[config.mk]
export PLATFORM = sky130hd
export DESIGN_NAME = util_wconv_fifo
export DESIGN_NICKNAME = d
export VERILOG_FILES = /design/src/rtl/util_fifo_pkg.sv /design/src/rtl/util_sdp_ram.sv /design/src/rtl/util_wconv_fifo.sv
export SDC_FILE = /design/constraint.sdc
export NUM_CORES = 2
export LEC_CHECK = 0
export BUFFER_PORTS_ARGS = -buffer_cell sky130_fd_sc_hd__buf_2
export CAP_MARGIN = 20
export CELL_PAD_IN_SITES_DETAIL_PLACEMENT = 1
export CELL_PAD_IN_SITES_GLOBAL_PLACEMENT = 1
export CORE_ASPECT_RATIO = 0.9
export CORE_UTILIZATION = 50
export CTS_CLUSTER_SIZE = 25
export DETAILED_ROUTE_END_ITERATION = 10
export GPL_TIMING_DRIVEN = 0
export PLACE_DENSITY_LB_ADDON = 0.05
export SYNTH_ARGS = -nofsm -noshare
export SYNTH_HDL_FRONTEND = slang
export SYNTH_SLANG_ARGS = --single-unit
[constraint.sdc]
create_clock -name clk -period 5.4 [get_ports clk]
set_clock_uncertainty 0.2 [all_clocks]
set_input_delay 1.08 -clock clk [delete_from_list [all_inputs] [get_ports clk]]
set_output_delay 1.08 -clock clk [all_outputs]
set_load 0.05 [all_outputs]
[src/rtl/util_fifo_pkg.sv]
// Shared FIFO helpers: lane-order constants
// and a constant-foldable clog2.
package util_fifo_pkg;

  localparam int LANE_LSB_FIRST = 0;
  localparam int LANE_MSB_FIRST = 1;

  function automatic int clog2(input int n);
    int r;
    r = 0;
    while ((1 << r) < n) r++;
    return r;
  endfunction

endpackage

[src/rtl/util_sdp_ram.sv]
// Simple dual-port RAM: synchronous write,
// asynchronous read. Contents are never reset.
module util_sdp_ram #(
  parameter int W     = 128,
  parameter int DEPTH = 16,
  parameter int AW    = 4
) (
  input  logic          clk,
  input  logic          we,
  input  logic [AW-1:0] waddr,
  input  logic [W-1:0]  wdata,
  input  logic [AW-1:0] raddr,
  output logic [W-1:0]  rdata
);

  logic [W-1:0] mem [DEPTH];

  always_ff @(posedge clk) begin
    if (we) mem[waddr] <= wdata;
  end

  assign rdata = mem[raddr];

endmodule

[src/rtl/util_wconv_fifo.sv]
// Wide-in / narrow-out FIFO: each stored word
// is read back as RATIO lanes of DOUT_W bits.
module util_wconv_fifo
  import util_fifo_pkg::*;
#(
  parameter int DOUT_W     = 32,
  parameter int RATIO      = 4,
  parameter int DEPTH      = 16,
  parameter int LANE_ORDER = LANE_LSB_FIRST,
  parameter int AF_LVL     = DEPTH - 2,
  parameter int AE_LVL     = 2
) (
  input  logic                    clk,
  input  logic                    rst_n,
  input  logic                    wren,
  input  logic [DOUT_W*RATIO-1:0] din,
  input  logic                    rden,
  output logic [DOUT_W-1:0]       dout,
  input  logic                    flush,
  output logic                    full,
  output logic                    empty,
  output logic                    almost_full,
  output logic                    almost_empty,
  output logic                    overflow,
  output logic                    underflow,
  output logic [31:0]             dcnt
);

  localparam int DIN_W = DOUT_W * RATIO;
  localparam int AW    = clog2(DEPTH);
  localparam int LW    = (RATIO > 1) ? clog2(RATIO) : 1;

  logic [AW-1:0]     wr_ptr;
  logic [AW-1:0]     rd_ptr;
  logic [LW-1:0]     lane;
  logic [LW-1:0]     lane_nxt;
  logic [LW-1:0]     sel;
  logic [AW:0]       entries;
  logic [AW:0]       ent_nxt;
  logic [31:0]       dcnt_q;
  logic [31:0]       dcnt_nxt;
  logic [DIN_W-1:0]  rdata;
  logic [DOUT_W-1:0] lane_data;
  logic              wr_acc;
  logic              rd_acc;
  logic              last;
  logic              rel;

  assign full         = entries == (AW+1)'(DEPTH);
  assign empty        = dcnt_q == '0;
  assign almost_full  = 32'(entries) >= 32'(AF_LVL);
  assign almost_empty = dcnt_q <= 32'(AE_LVL);
  assign dcnt         = dcnt_q;

  assign wr_acc = wren & ~full;
  assign rd_acc = rden & ~empty;
  assign last   = lane == LW'(RATIO - 1);
  assign rel    = rd_acc & last;

  assign sel = (LANE_ORDER == LANE_MSB_FIRST)
             ? LW'(RATIO - 1) - lane
             : lane;

  // dcnt is precomputed so it lands with the flags
  always_comb begin
    lane_nxt = lane;
    if (rd_acc) lane_nxt = last ? '0 : lane + 1'b1;
    ent_nxt  = entries
             + (AW+1)'(wr_acc)
             - (AW+1)'(rel);
    dcnt_nxt = 32'(ent_nxt) * 32'(RATIO)
             - 32'(lane_nxt);
  end

  always_comb begin
    lane_data = '0;
    for (int k = 0; k < RATIO; k++) begin
      if (sel == LW'(k))
        lane_data = rdata[k*DOUT_W +: DOUT_W];
    end
  end

  util_sdp_ram #(
    .W     (DIN_W),
    .DEPTH (DEPTH),
    .AW    (AW)
  ) u_ram (
    .clk   (clk),
    .we    (wr_acc & rst_n & ~flush),
    .waddr (wr_ptr),
    .wdata (din),
    .raddr (rd_ptr),
    .rdata (rdata)
  );

  always_ff @(posedge clk) begin
    if (!rst_n || flush) begin
      wr_ptr    <= '0;
      rd_ptr    <= '0;
      lane      <= '0;
      entries   <= '0;
      dcnt_q    <= '0;
      dout      <= '0;
      overflow  <= 1'b0;
      underflow <= 1'b0;
    end else begin
      if (wr_acc) wr_ptr <= wr_ptr + 1'b1;
      if (rel)    rd_ptr <= rd_ptr + 1'b1;
      if (rd_acc) dout   <= lane_data;
      lane    <= lane_nxt;
      entries <= ent_nxt;
      dcnt_q  <= dcnt_nxt;
      if (wren & full)  overflow  <= 1'b1;
      if (rden & empty) underflow <= 1'b1;
    end
  end

endmodule

==> results.py <==
metrics = {
    "global_route": {
        "grt_max_degree": 43,
        "grt_pass1_vias": 41900,
        "track_usage": 0.308,
        "antenna_found_initial": 41,
        "grt_pass1_wl_mm": 342,
        "grt_remaining_overflow": 0,
    },
    "critical_path": {
        "r2r_setup_slack_ns": 0.07,
        "crit_slowest_cell": "clkbuf_1",
        "worst_setup_path_end_kind": "register",
        "critPathMaxFanout": 10,
        "crit_top_cell": "clkbuf_1",
        "max_stage_delay_ns": 0.94,
        "critPathLaunchType": "register",
        "cp_cell_sequence": "inv_1 -> ha_1 -> clkbuf_1 -> nor2b_1 -> and2_1 -> buf_1 -> clkbuf_1 -> nand3_1 -> o21ai_0 -> nor3_1 -> nor4_1",
        "critical_path_class": "reg2reg",
        "arrival_ns": 5.84,
        "cp.required_ns": 5.91,
    },
    "sta": {
        "rsz0062_at_grt": "no",
        "setup_viol": 0,
        "maxSlewViolCount": 0,
        "post-route-period-util": 0.987,
        "whs_ns": 0.263,
        "setup_slack_ns": 0.0704,
        "finalCriticalPeriod_ns": 5.33,
        "hold_viol": 0,
        "slew_headroom": 0.158,
        "max_freq_mhz": 188,
        "tightest_slew_ns": 1.25,
        "fin_tns_setup_ns": 0,
    },
    "clock_network": {
        "clock-root-buffer": "clkbuf_16",
        "cts_hold_buf": 0,
        "postCtsSetupRepairBufs": 0,
        "htree_levels": 4,
        "ctsResizeCount": 0,
        "cts_sinks": 2108,
        "cts_tree": "yes",
        "clkTransAtPathRegs_ns": 0.06,
        "clk_latency_ns": 0.81,
        "clock_path_buffers": 3,
        "cts_buffers": 207,
    },
    "finish": {
        "nFillCells": 13400,
        "area_growth_pct": 14.8,
        "fin_cells": 6524,
        "final_cell_mix": "edfxtp_1, mux4_2, mux2i_1",
        "utilization": 0.581,
        "postLayoutCellArea_um2": 93000,
        "final_common_cell": "edfxtp_1",
        "drive_above_1_share": 0.267,
        "layout.nets": 4376,
    },
    "yosys": {
        "synthesis.instances": 3734,
        "synth_ff_type": "edfxtp_1",
        "ys_warn_count": 0,
        "synth-seq-area-share": 0.774,
        "synthesis.area_um2": 81000,
        "avgSynthCellArea_um2": 21.7,
        "ys_async_sr_fraction": 0,
        "yosys_register_bits": 2108,
        "synth_edf_count": 2048,
        "synth.distinct_cells": 66,
        "synth_nets": 3887,
    },
    "detailed_routing": {
        "first_pass_iters": 5,
        "ant_nets": 0,
        "routed_wl_mm": 251,
        "post_drt_wl_per_cell_um": 38.5,
        "vias_per_cell": 6.42,
        "drc_errors": 0,
        "drt_iter0_drc": 5323,
        "vias": 41900,
    },
    "placed_design": {
        "port_buffers": 202,
        "pre_cts_ws_ns": 0.207,
        "gp_congestion": 0.820,
        "dpl_cell_area_um2": 86500,
        "dpl.cell_count": 6127,
        "dp_hpwl_mm": 159,
    },
    "floorplan": {
        "coreArea_um2": 160000,
        "dieArea_um2": 164000,
        "io-pin-count": 203,
        "die_w_um": 426,
        "fp.dieH_um": 384,
        "start_util": 0.506,
        "rows": 139,
    },
    "status": {
        "status": "finished, final reports clean",
    },
    "power": {
        "p_leak_nw": 28.9,
        "total_power_mw": 33.1,
        "power.density_nw_per_um2": 356,
        "ir_drop_mv": 0.303,
    },
    "hold_path": {
        "min_path_type": "reg2reg",
    },
    "flow_run": {
        "drv_cap": 0,
    },
}
[synthesized netlist by cell type, types with 6 or more instances]
cell type,instances,area share
a32oi_1,9,0.00097
inv_1,15,0.00069
and3_1,21,0.0016
nor3_1,35,0.0022
mux2_2,15,0.0021
nor2_1,55,0.0025
nand3_1,23,0.0014
o21ai_0,17,0.0010
a22oi_1,117,0.011
buf_6,20,0.0028
nand2b_1,12,0.00093
buf_2,56,0.0035
ha_1,19,0.0029
a221oi_1,9,0.00097
mux2i_1,285,0.035
clkbuf_1,69,0.0032
buf_4,67,0.0062
nor4_1,14,0.0011
mux4_2,427,0.12
o22ai_1,49,0.0038
a21oi_1,34,0.0021
edfxtp_1,2048,0.76
a311o_1,9,0.0011
nand2_1,70,0.0032
o21ai_1,10,0.00062
a31oi_1,6,0.00046
buf_1,10,0.00046
dfxtp_1,60,0.015
a211oi_1,21,0.0019
xor2_1,8,0.00086
nor2b_1,25,0.0019
and2_1,25,0.0019
[kinds of logic (layout without fill, tap and decap cells)]
kind of cell | after synthesis | count (layout) | synth area share
AO/OA/AOI/OAI | 317 | 317 | 0.0277
XOR/XNOR | 13 | 13 | 0.00141
adder cells (fa/ha/maj) | 20 | 20 | 0.00318
buffers and inverters | 247 | 907 | 0.0183
flip-flops | 2108 | 2108 | 0.774
multiplexers | 732 | 732 | 0.157
other | 0 | 15 | 0
AND/OR/NAND/NOR | 297 | 297 | 0.0184
[worst max-delay path, delay by kind of cell (launching register included)]
family | cells | cell delay, ns
AND/OR/NAND/NOR | 5 | 2.01
buffers and inverters | 4 | 1.97
AO/OA/AOI/OAI | 1 | 0.38
adder cells (fa/ha/maj) | 1 | 0.19
flip-flops | 1 | 0.44
[power by group]
| group | switching [mW] | total [mW] | internal (mW) | leakage, nW |
|---|---|---|---|---|
| Clock | 6.11 | 14.0 | 7.91 | 3.16 |
| Combinational | 0.793 | 1.03 | 0.240 | 6.81 |
| Sequential | 0.0574 | 18.1 | 18.0 | 18.9 |
[worst paths after layout]
check | from | cells after the start | end
worst max register to register | lane[1] | 11 | dout[13]
worst min-delay path | underflow | 2 | underflow
worst min register to register | underflow | 2 | underflow
worst max-delay path | lane[1] | 11 | dout[13]
[final cells by class]
type / instances / area [µm²] / area share
multi-input combinational: 1379 / 16900 / 0.182
antenna: 15 / 37.5 / 0.000403
inverter: 18 / 67.6 / 0.000726
clock buffer: 276 / 5590 / 0.0601
sequential: 2108 / 62700 / 0.674
clock inverter: 104 / 871 / 0.00936
buffer: 229 / 1420 / 0.0152
tap: 2115 / 2650 / 0.0284
timing repair buffer: 280 / 2820 / 0.0303
[routing by layer]
layer,routed length (µm),vias to the layer above,GRT usage
met4,6930,22,0.0850
li1,-,16700,-
met3,20700,357,0.0599
met1,104000,22700,0.443
met2,119000,2072,0.484
met5,126,-,0
[flip-flops by register name (all words and copies together) (netlist names), named ones only]
register,cells
entries,5
underflow,1
dcnt,7
overflow,1
rd_ptr,4
dout,32
wr_ptr,4
lane,2
u_ram.mem,2048
No activity file was read; power rests on OpenSTA's default activity.
